### config.mk
export PLATFORM = sky130hd
export DESIGN_NAME = riscv_exu
export DESIGN_NICKNAME = d
export VERILOG_FILES = /design/src/rtl/riscv_pkg.sv /design/src/rtl/riscv_exu_if.sv /design/src/rtl/riscv_regfile.sv /design/src/rtl/riscv_exu.sv
export SDC_FILE = /design/constraint.sdc
export NUM_CORES = 2
export LEC_CHECK = 0
export BUFFER_PORTS_ARGS = -buffer_cell sky130_fd_sc_hd__buf_2
export CAP_MARGIN = 15
export CORE_UTILIZATION = 49
export CTS_CLUSTER_SIZE = 14
export DETAILED_ROUTE_END_ITERATION = 6
export GPL_ROUTABILITY_DRIVEN = 1
export PLACE_DENSITY = 0.65
export SKIP_CTS_REPAIR_TIMING = 1
export SYNTH_ARGS = -nofsm -noshare
export SYNTH_HDL_FRONTEND = slang
export SYNTH_SLANG_ARGS = --single-unit
### constraint.sdc
create_clock -name clock -period 14.4 [get_ports clock]
set_clock_uncertainty 0.1 [all_clocks]
set_input_delay 1.44 -clock clock [delete_from_list [all_inputs] [get_ports clock]]
set_output_delay 1.44 -clock clock [all_outputs]
set_load 0.005 [all_outputs]
### src/rtl/riscv_pkg.sv
// Shared opcode/funct3 constants, ALU operation and stage state types for the RV32I execute stage.
// Feature macro: RISCV_EXU_BRANCH_EN (branch/jump execution and fetch redirect).
package riscv_pkg;

  localparam logic [6:0] OPC_LUI    = 7'b0110111;
  localparam logic [6:0] OPC_AUIPC  = 7'b0010111;
  localparam logic [6:0] OPC_OP_IMM = 7'b0010011;
  localparam logic [6:0] OPC_OP     = 7'b0110011;
  localparam logic [6:0] OPC_JAL    = 7'b1101111;
  localparam logic [6:0] OPC_JALR   = 7'b1100111;
  localparam logic [6:0] OPC_BRANCH = 7'b1100011;

  localparam logic [2:0] F3_ADD  = 3'd0;
  localparam logic [2:0] F3_SLL  = 3'd1;
  localparam logic [2:0] F3_SLT  = 3'd2;
  localparam logic [2:0] F3_SLTU = 3'd3;
  localparam logic [2:0] F3_XOR  = 3'd4;
  localparam logic [2:0] F3_SR   = 3'd5;
  localparam logic [2:0] F3_OR   = 3'd6;
  localparam logic [2:0] F3_AND  = 3'd7;

  localparam logic [2:0] F3_BEQ  = 3'd0;
  localparam logic [2:0] F3_BNE  = 3'd1;
  localparam logic [2:0] F3_BLT  = 3'd4;
  localparam logic [2:0] F3_BGE  = 3'd5;
  localparam logic [2:0] F3_BLTU = 3'd6;
  localparam logic [2:0] F3_BGEU = 3'd7;

  localparam logic [6:0] F7_BASE = 7'b0000000;
  localparam logic [6:0] F7_ALT  = 7'b0100000;

  typedef enum logic [3:0] {
    ALU_ADD, ALU_SUB, ALU_SLL, ALU_SLT, ALU_SLTU,
    ALU_XOR, ALU_SRL, ALU_SRA, ALU_OR, ALU_AND, ALU_PASS_B
  } alu_op_e;

  typedef enum logic {RUN, FLUSH} exu_state_e;

  // alt selects SUB for funct3=ADD and SRA for funct3=SR.
  function automatic alu_op_e f3_to_alu(input logic [2:0] f3, input logic alt);
    case (f3)
      F3_ADD:  return alt ? ALU_SUB : ALU_ADD;
      F3_SLL:  return ALU_SLL;
      F3_SLT:  return ALU_SLT;
      F3_SLTU: return ALU_SLTU;
      F3_XOR:  return ALU_XOR;
      F3_SR:   return alt ? ALU_SRA : ALU_SRL;
      F3_OR:   return ALU_OR;
      default: return ALU_AND;
    endcase
  endfunction

  function automatic logic [31:0] alu(input alu_op_e op, input logic [31:0] a, input logic [31:0] b);
    case (op)
      ALU_ADD:    return a + b;
      ALU_SUB:    return a - b;
      ALU_SLL:    return a << b[4:0];
      ALU_SLT:    return {31'b0, $signed(a) < $signed(b)};
      ALU_SLTU:   return {31'b0, a < b};
      ALU_XOR:    return a ^ b;
      ALU_SRL:    return a >> b[4:0];
      ALU_SRA:    return $signed(a) >>> b[4:0];
      ALU_OR:     return a | b;
      ALU_AND:    return a & b;
      ALU_PASS_B: return b;
      default:    return '0;
    endcase
  endfunction

endpackage

### src/rtl/riscv_exu_if.sv
// Register file access bundle: two combinational read ports and one write port.
// Feature macro: RISCV_EXU_BRANCH_EN (not used in this file).
interface riscv_exu_if;
  logic [4:0]  rs1_addr;
  logic [4:0]  rs2_addr;
  logic [31:0] rs1_data;
  logic [31:0] rs2_data;
  logic        we;
  logic [4:0]  waddr;
  logic [31:0] wdata;

  modport master (output rs1_addr, rs2_addr, we, waddr, wdata, input rs1_data, rs2_data);
  modport slave  (input rs1_addr, rs2_addr, we, waddr, wdata, output rs1_data, rs2_data);
endinterface

### src/rtl/riscv_regfile.sv
// 31x32 integer register file; x0 reads as zero and is never stored.
// Feature macro: RISCV_EXU_BRANCH_EN (not used in this file).
module riscv_regfile (
  input logic        clock,
  input logic        reset,
  riscv_exu_if.slave rf
);

  logic [31:0] r_regs [32];

  // NOTE: this array is reset because x1-x31 must read zero after reset; large RAMs normally are not.
  always_ff @(posedge clock) begin
    if (reset) begin
      for (int i = 1; i < 32; i++) r_regs[i] <= '0;
    end else if (rf.we && rf.waddr != 5'd0) begin
      r_regs[rf.waddr] <= rf.wdata;
    end
  end

  assign rf.rs1_data = (rf.rs1_addr == 5'd0) ? 32'h0 : r_regs[rf.rs1_addr];
  assign rf.rs2_data = (rf.rs2_addr == 5'd0) ? 32'h0 : r_regs[rf.rs2_addr];

endmodule

### src/rtl/riscv_exu.sv
// RV32I execute/writeback stage: decode, ALU, branch resolve, registered completion and redirect.
// Feature macro: RISCV_EXU_BRANCH_EN enables BRANCH/JAL/JALR, the FLUSH state and redirects.
module riscv_exu
  import riscv_pkg::*;
#(
  parameter logic [31:0] RESET_ADDR = 32'h0000_0000
) (
  input  logic        clock,
  input  logic        reset,
  input  logic        idu_vld,
  input  logic [31:0] idu_addr,
  input  logic [31:0] idu_data,
  output logic        exu_vld,
  output logic [31:0] exu_addr,
  output logic [4:0]  exu_rd,
  output logic        exu_we,
  output logic [31:0] exu_wdata,
  output logic        exu_illegal,
  output logic        redir_vld,
  output logic [31:0] redir_addr
);

  if (RESET_ADDR[1:0] != 2'b00) begin : g_bad_reset_addr
    $error("RESET_ADDR must be word aligned");
  end

  logic [6:0]  w_opc;
  logic [4:0]  w_rd;
  logic [2:0]  w_f3;
  logic [6:0]  w_f7;
  logic [31:0] w_imm_i, w_imm_u;
  logic        w_legal, w_writes, w_illegal, w_we, w_accept;
  alu_op_e     w_op;
  logic [31:0] w_a, w_b, w_result;

  logic        r_exu_vld, r_exu_we, r_exu_illegal;
  logic [31:0] r_exu_addr, r_exu_wdata;
  logic [4:0]  r_exu_rd;

  riscv_exu_if w_rf ();
  riscv_regfile u_regfile (.clock(clock), .reset(reset), .rf(w_rf));

  assign w_opc   = idu_data[6:0];
  assign w_rd    = idu_data[11:7];
  assign w_f3    = idu_data[14:12];
  assign w_f7    = idu_data[31:25];
  assign w_imm_i = {{20{idu_data[31]}}, idu_data[31:20]};
  assign w_imm_u = {idu_data[31:12], 12'b0};

  assign w_rf.rs1_addr = idu_data[19:15];
  assign w_rf.rs2_addr = idu_data[24:20];

`ifdef RISCV_EXU_BRANCH_EN
  logic [31:0] w_imm_b, w_imm_j, w_target;
  logic        w_jump, w_branch, w_cond, w_taken, w_redir;
  exu_state_e  r_state;
  logic [31:0] r_target;
  logic        r_redir_vld;
  logic [31:0] r_redir_addr;

  assign w_imm_b = {{19{idu_data[31]}}, idu_data[31], idu_data[7], idu_data[30:25], idu_data[11:8], 1'b0};
  assign w_imm_j = {{11{idu_data[31]}}, idu_data[31], idu_data[19:12], idu_data[20], idu_data[30:21], 1'b0};
`endif

  // NOTE: every always_comb output gets a default first so no path leaves it unassigned (no latch).
  always_comb begin
    w_legal  = 1'b0;
    w_writes = 1'b0;
    w_op     = ALU_ADD;
    w_a      = w_rf.rs1_data;
    w_b      = w_imm_i;
`ifdef RISCV_EXU_BRANCH_EN
    w_jump   = 1'b0;
    w_branch = 1'b0;
    w_target = '0;
`endif
    case (w_opc)
      OPC_LUI: begin
        w_legal = 1'b1; w_writes = 1'b1; w_op = ALU_PASS_B; w_b = w_imm_u;
      end
      OPC_AUIPC: begin
        w_legal = 1'b1; w_writes = 1'b1; w_a = idu_addr; w_b = w_imm_u;
      end
      OPC_OP_IMM: begin
        w_writes = 1'b1;
        w_op     = f3_to_alu(w_f3, idu_data[30] && w_f3 == F3_SR);
        if (w_f3 == F3_SLL)     w_legal = (w_f7 == F7_BASE);
        else if (w_f3 == F3_SR) w_legal = (w_f7 == F7_BASE) || (w_f7 == F7_ALT);
        else                    w_legal = 1'b1;
      end
      OPC_OP: begin
        w_writes = 1'b1;
        w_b      = w_rf.rs2_data;
        w_op     = f3_to_alu(w_f3, idu_data[30]);
        w_legal  = (w_f7 == F7_BASE) || (w_f7 == F7_ALT && (w_f3 == F3_ADD || w_f3 == F3_SR));
      end
`ifdef RISCV_EXU_BRANCH_EN
      // Jumps reuse the adder for the link value pc+4.
      OPC_JAL: begin
        w_legal = 1'b1; w_writes = 1'b1; w_jump = 1'b1;
        w_a = idu_addr; w_b = 32'd4;
        w_target = idu_addr + w_imm_j;
      end
      OPC_JALR: begin
        w_legal = (w_f3 == 3'd0); w_writes = 1'b1; w_jump = 1'b1;
        w_a = idu_addr; w_b = 32'd4;
        w_target = (w_rf.rs1_data + w_imm_i) & ~32'd1;
      end
      OPC_BRANCH: begin
        w_legal  = (w_f3 != 3'd2) && (w_f3 != 3'd3);
        w_branch = 1'b1;
        w_target = idu_addr + w_imm_b;
      end
`endif
      default: ;
    endcase
  end

  assign w_result = alu(w_op, w_a, w_b);

`ifdef RISCV_EXU_BRANCH_EN
  always_comb begin
    case (w_f3)
      F3_BEQ:  w_cond = (w_rf.rs1_data == w_rf.rs2_data);
      F3_BNE:  w_cond = (w_rf.rs1_data != w_rf.rs2_data);
      F3_BLT:  w_cond = ($signed(w_rf.rs1_data) <  $signed(w_rf.rs2_data));
      F3_BGE:  w_cond = ($signed(w_rf.rs1_data) >= $signed(w_rf.rs2_data));
      F3_BLTU: w_cond = (w_rf.rs1_data <  w_rf.rs2_data);
      F3_BGEU: w_cond = (w_rf.rs1_data >= w_rf.rs2_data);
      default: w_cond = 1'b0;
    endcase
  end

  assign w_taken   = w_jump || (w_branch && w_cond);
  assign w_illegal = !w_legal || (w_taken && w_target[1]);
  assign w_redir   = !w_illegal && w_taken;
  // While flushing, only the instruction at the saved target is executed.
  assign w_accept  = idu_vld && (r_state == RUN || idu_addr == r_target);
`else
  assign w_illegal = !w_legal;
  assign w_accept  = idu_vld;
`endif

  assign w_we         = !w_illegal && w_writes && (w_rd != 5'd0);
  assign w_rf.we      = w_accept && w_we;
  assign w_rf.waddr   = w_rd;
  assign w_rf.wdata   = w_result;

  // NOTE: sequential state uses non-blocking assignments so every flop samples pre-edge values.
  always_ff @(posedge clock) begin
    if (reset) begin
      r_exu_vld     <= 1'b0;
      r_exu_addr    <= '0;
      r_exu_rd      <= '0;
      r_exu_we      <= 1'b0;
      r_exu_wdata   <= '0;
      r_exu_illegal <= 1'b0;
`ifdef RISCV_EXU_BRANCH_EN
      r_state       <= RUN;
      r_target      <= '0;
      r_redir_vld   <= 1'b0;
      r_redir_addr  <= '0;
`endif
    end else begin
      r_exu_vld <= w_accept;
      if (w_accept) begin
        r_exu_addr    <= idu_addr;
        r_exu_rd      <= w_writes ? w_rd : 5'd0;
        r_exu_we      <= w_we;
        r_exu_wdata   <= w_we ? w_result : 32'h0;
        r_exu_illegal <= w_illegal;
      end
`ifdef RISCV_EXU_BRANCH_EN
      r_redir_vld <= w_accept && w_redir;
      if (w_accept) begin
        r_redir_addr <= w_redir ? w_target : 32'h0;
        r_state      <= w_redir ? FLUSH : RUN;
        if (w_redir) r_target <= w_target;
      end
`endif
    end
  end

  assign exu_vld     = r_exu_vld;
  assign exu_addr    = r_exu_addr;
  assign exu_rd      = r_exu_rd;
  assign exu_we      = r_exu_we;
  assign exu_wdata   = r_exu_wdata;
  assign exu_illegal = r_exu_illegal;
`ifdef RISCV_EXU_BRANCH_EN
  assign redir_vld   = r_redir_vld;
  assign redir_addr  = r_redir_addr;
`else
  assign redir_vld   = 1'b0;
  assign redir_addr  = 32'h0;
`endif

endmodule

==> impl_metrics.env <==
export IMPL_outcome="finished, violations left"
export IMPL_violations="design-rule violations"
export IMPL_antenna_found_initial=15
export IMPL_min_path_type="flop to flop"
export IMPL_pwr_share_clk_pct=34.3
export IMPL_initial_core_util_pct=49.56
export IMPL_worstPathMaxFanout=57
export IMPL_syn_area_per_cell_sq_um=12.08
export IMPL_place_inst=6926
export IMPL_grt_overflow=0
export IMPL_yosysUniqueCellTypes=104
export IMPL_wl_per_cell_um=38.42
export IMPL_drive_above_1_share_pct=21.81
export IMPL_period_needed_ns=9.835
export IMPL_syn_inst=5333
export IMPL_comb_power_share_pct=23.0
export IMPL_r2r_cells=20
export IMPL_hpwl_mm=174.2
export IMPL_p_sw_share_pct=32.32
export IMPL_io_buffers=138
export IMPL_multi_input_area_sq_um=29570
export IMPL_crit_chain="buf_8, buf_4, buf_4, mux4_2, a22oi_1, a21oi_1, a21oi_1, nor2_1, a211o_1, ha_1, nor4_2, buf_4, o31ai_1, nand3_1, a21oi_1, a21bo_2, a311oi_1, o31ai_1, a31oi_1, xnor2_1, o2111a_1, buf_4, nor2_1"
export IMPL_cts_buffers_inserted=114
export IMPL_finalHoldViolations=0
export IMPL_setup_viol=0
export IMPL_syn2layout_area_growth_pct=9.257
export IMPL_min_from="exu_we$_SDFFE_PP0P_"
export IMPL_min_to="exu_we$_SDFFE_PP0P_"
export IMPL_cts_buffer_depth=3
export IMPL_firstDrtPassIters=7
export IMPL_ir_drop_v=0.0001010
export IMPL_grt_pass1_wl_mm=375.1
export IMPL_fmax_mhz=101.7
export IMPL_fillers=10850
export IMPL_cpLargestDelayFamily="compound AO/OA/AOI/OAI gates"
export IMPL_clkTransAtPathRegs_ns=0.07
export IMPL_synthArstFlopShare_pct=0
export IMPL_cp_required_ns=14.76
export IMPL_die_height_um=364.6
export IMPL_vias_per_cell=7.121
export IMPL_rrSetupSlack_ns=6.62
export IMPL_drcViolationCount=3
export IMPL_ys_warn_count=0
export IMPL_pre_cts_slack_ns=4.157
export IMPL_nets=5468
export IMPL_synth_area_sq_um=64420
export IMPL_final_core_util_pct=54.15
export IMPL_synthFlopType="edfxtp_1"
export IMPL_clkSinkCount=1096
export IMPL_finalCritPeriodShare_pct=68.30
export IMPL_total_power_mw=8.592
export IMPL_ys_seq_elements=1096
export IMPL_design_die_area_sq_um=132900
export IMPL_grt_max_degree=116
export IMPL_cp_end_kind="flop"
export IMPL_r2r_end="u_regfile.r_regs[2][30]$_SDFFCE_PN0P_"
export IMPL_grtUsageTotal_pct=40.95
export IMPL_synth_edff_count=1024
export IMPL_whs_path_depth=2
export IMPL_crit_type="input port to flop"
export IMPL_place_gp_congestion=1.038
export IMPL_fp_row_count=132
export IMPL_core_area_sq_um=130000
export IMPL_cp_arrival_ns=10.20
export IMPL_final_cells=7146
export IMPL_ff_latch_area_sq_um=32190
export IMPL_vias=50880
export IMPL_die_w_um=364.6
export IMPL_io_pins=172
export IMPL_cpPeakStageDelay_ns=0.76
export IMPL_worstPathBufferInverterCount=5
export IMPL_drv_cap=0
export IMPL_root_buffer="clkbuf_16"
export IMPL_h_tree_depth=3
export IMPL_p_per_area_nw_per_um2=122.1
export IMPL_ant_nets=0
export IMPL_slew_violations=0
export IMPL_drtIter0Drc=8406
export IMPL_cp_common_cell="buf_4"
export IMPL_setup_worst_path_start_class="input port"
export IMPL_final_setup_tns_ns=0
export IMPL_regToRegStartpoint="u_regfile.r_regs[15][16]$_SDFFCE_PN0P_"
export IMPL_yosysSeqAreaShare_pct=49.97
export IMPL_tritoncts="yes"
export IMPL_drt_wl_total_mm=274.5
export IMPL_relSlewSlack_pct=5.287
export IMPL_worst_pin_slew_ns=1.417
export IMPL_grt_setup_unrepaired="false"
export IMPL_grt_pass1_vias=48390
export IMPL_switchingPower_mw=2.777
export IMPL_fin_ws_ns=4.565
export IMPL_p_int_mw=5.815
export IMPL_power_leakage_nw=26.46
export IMPL_clkLatencyLatePin_ns=0.77
export IMPL_cp_slowest_cell="a21oi_1"
export IMPL_p_seq_share_pct=42.8
## through the flow
| step | area, sq um | hold WS (ns) |
|---|---|---|
| global placement | 66710 | 0.3299 |
| global route | 70360 | 0.3576 |
| finish | 70380 | 0.3451 |
| floorplan | 64660 | 0.3388 |
| CTS | 70350 | 0.3469 |
| detailed placement | 66730 | 0.3349 |
## power groups by stage
stage               logic (mW)  clock network [mW]  registers (mW)
floorplan                 1.19                   0            3.71
finish                    1.97                2.95            3.67
CTS                       1.89                2.95            3.67
global route              2.01                3.06            3.68
detailed placement        1.88                   0            3.74
global placement          1.88                   0            3.73
## worst register-to-register path, cell delays in order, from the launching register on
cell	delay [ns]
edfxtp_1	0.43
mux4_2	0.50
mux4_2	0.48
mux2i_1	0.20
o211ai_1	0.11
o21ai_0	0.38
inv_1	0.11
ha_1	0.50
buf_4	0.24
nor2b_1	0.10
o31ai_1	1.05
nand3_1	0.15
a21oi_1	0.76
a21bo_2	0.45
a311oi_1	0.51
o31ai_1	0.16
a31oi_1	0.23
xnor2_1	0.22
o2111a_1	0.27
buf_4	0.41
nor2_1	0.16
## sequential cells by signal, summed over array words and instances, names as in the netlist
name / count
u_regfile.r_regs: 1024
exu_addr: 32
exu_wdata: 32
exu_rd: 5
exu_illegal: 1
exu_vld: 1
exu_we: 1
## synthesized netlist by cell type (26+ instances only)
| cell type | n | area, sq um |
|---|---|---|
| nor2_1 | 1190 | 4467 |
| edfxtp_1 | 1024 | 30750 |
| mux4_2 | 472 | 10630 |
| mux2i_1 | 292 | 2923 |
| clkbuf_1 | 289 | 1085 |
| nand2_1 | 280 | 1051 |
| a21oi_1 | 152 | 760.7 |
| buf_2 | 125 | 625.6 |
| o21ai_0 | 118 | 590.6 |
| ha_1 | 97 | 1214 |
| inv_1 | 84 | 315.3 |
| buf_4 | 74 | 555.5 |
| a22oi_1 | 73 | 548.0 |
| dfxtp_1 | 72 | 1441 |
| nor3_1 | 66 | 330.3 |
| nand3_1 | 51 | 255.2 |
| o221ai_1 | 51 | 446.7 |
| a211oi_1 | 49 | 367.9 |
| nand2b_1 | 47 | 294.0 |
| o22ai_1 | 45 | 281.5 |
| o21ai_1 | 43 | 215.2 |
| inv_2 | 41 | 153.9 |
| nor2b_1 | 32 | 200.2 |
| a221oi_1 | 31 | 271.5 |
| buf_1 | 29 | 108.9 |
| buf_6 | 29 | 326.6 |
| a22o_1 | 28 | 245.2 |
| o211ai_1 | 26 | 195.2 |
## worst max-delay path by stage
stage                 startpoint                                endpoint  slack [ns]  cells after the start
floorplan           idu_data[20]  u_regfile.r_regs[10][25]$_SDFFCE_PN0P_        5.90                     30
CTS                 idu_data[20]   u_regfile.r_regs[5][30]$_SDFFCE_PN0P_        4.93                     23
global route        idu_data[20]   u_regfile.r_regs[2][30]$_SDFFCE_PN0P_        4.32                     23
finish              idu_data[20]   u_regfile.r_regs[2][30]$_SDFFCE_PN0P_        4.56                     23
detailed placement  idu_data[20]   u_regfile.r_regs[5][30]$_SDFFCE_PN0P_        4.16                     23
global placement    idu_data[20]  u_regfile.r_regs[25][30]$_SDFFCE_PN0P_        2.71                     22
## cell type report
type                    count  area share [%]
diodes                      8         0.02844
clock buffers             149           4.300
inverters                 126          0.6720
multi-input cells        3622           42.02
clock inverters            61          0.8427
repair buffers            342           3.305
well taps                1742           3.097
flip-flops and latches   1096           45.74
## cells in the final DEF (no fill, tap or decap), types with 34 or more instances in the layout
cell type and n:
o21ai_1 42, inv_1 83, a22oi_1 73, o221ai_1 51, nand2_2 34, inv_2 42
mux2i_1 292, nand2_1 247, nand3_1 51, buf_4 203, buf_2 130, nor2_1 1184
o21ai_0 118, a211oi_1 48, mux4_2 472, o22ai_1 45, conb_1 65, nor3_1 63
ha_1 97, dfxtp_1 72, a21oi_1 148, edfxtp_1 1024, clkbuf_16 116
## cells by family (layout without fill, tap and decap cells)
family,after synthesis,count (layout),share of synthesized area [%]
buffers and inverters,679,678,5.068
flip-flops,1096,1096,49.97
XOR/XNOR,22,22,0.2991
AND/OR/NAND/NOR,1810,1810,11.83
adder cells (fa/ha/maj),100,100,1.962
AO/OA/AOI/OAI,825,825,8.958
other,1,73,0.005821
multiplexers,800,800,21.90
## layer usage
layer | wire [um] | global-route usage [%]
met1 | 90860 | 49.01
met4 | 22430 | 28.89
met2 | 122600 | 62.56
met3 | 38510 | 13.38
met5 | 100 | 0
Note: power is estimated with default switching activity, not from simulation.
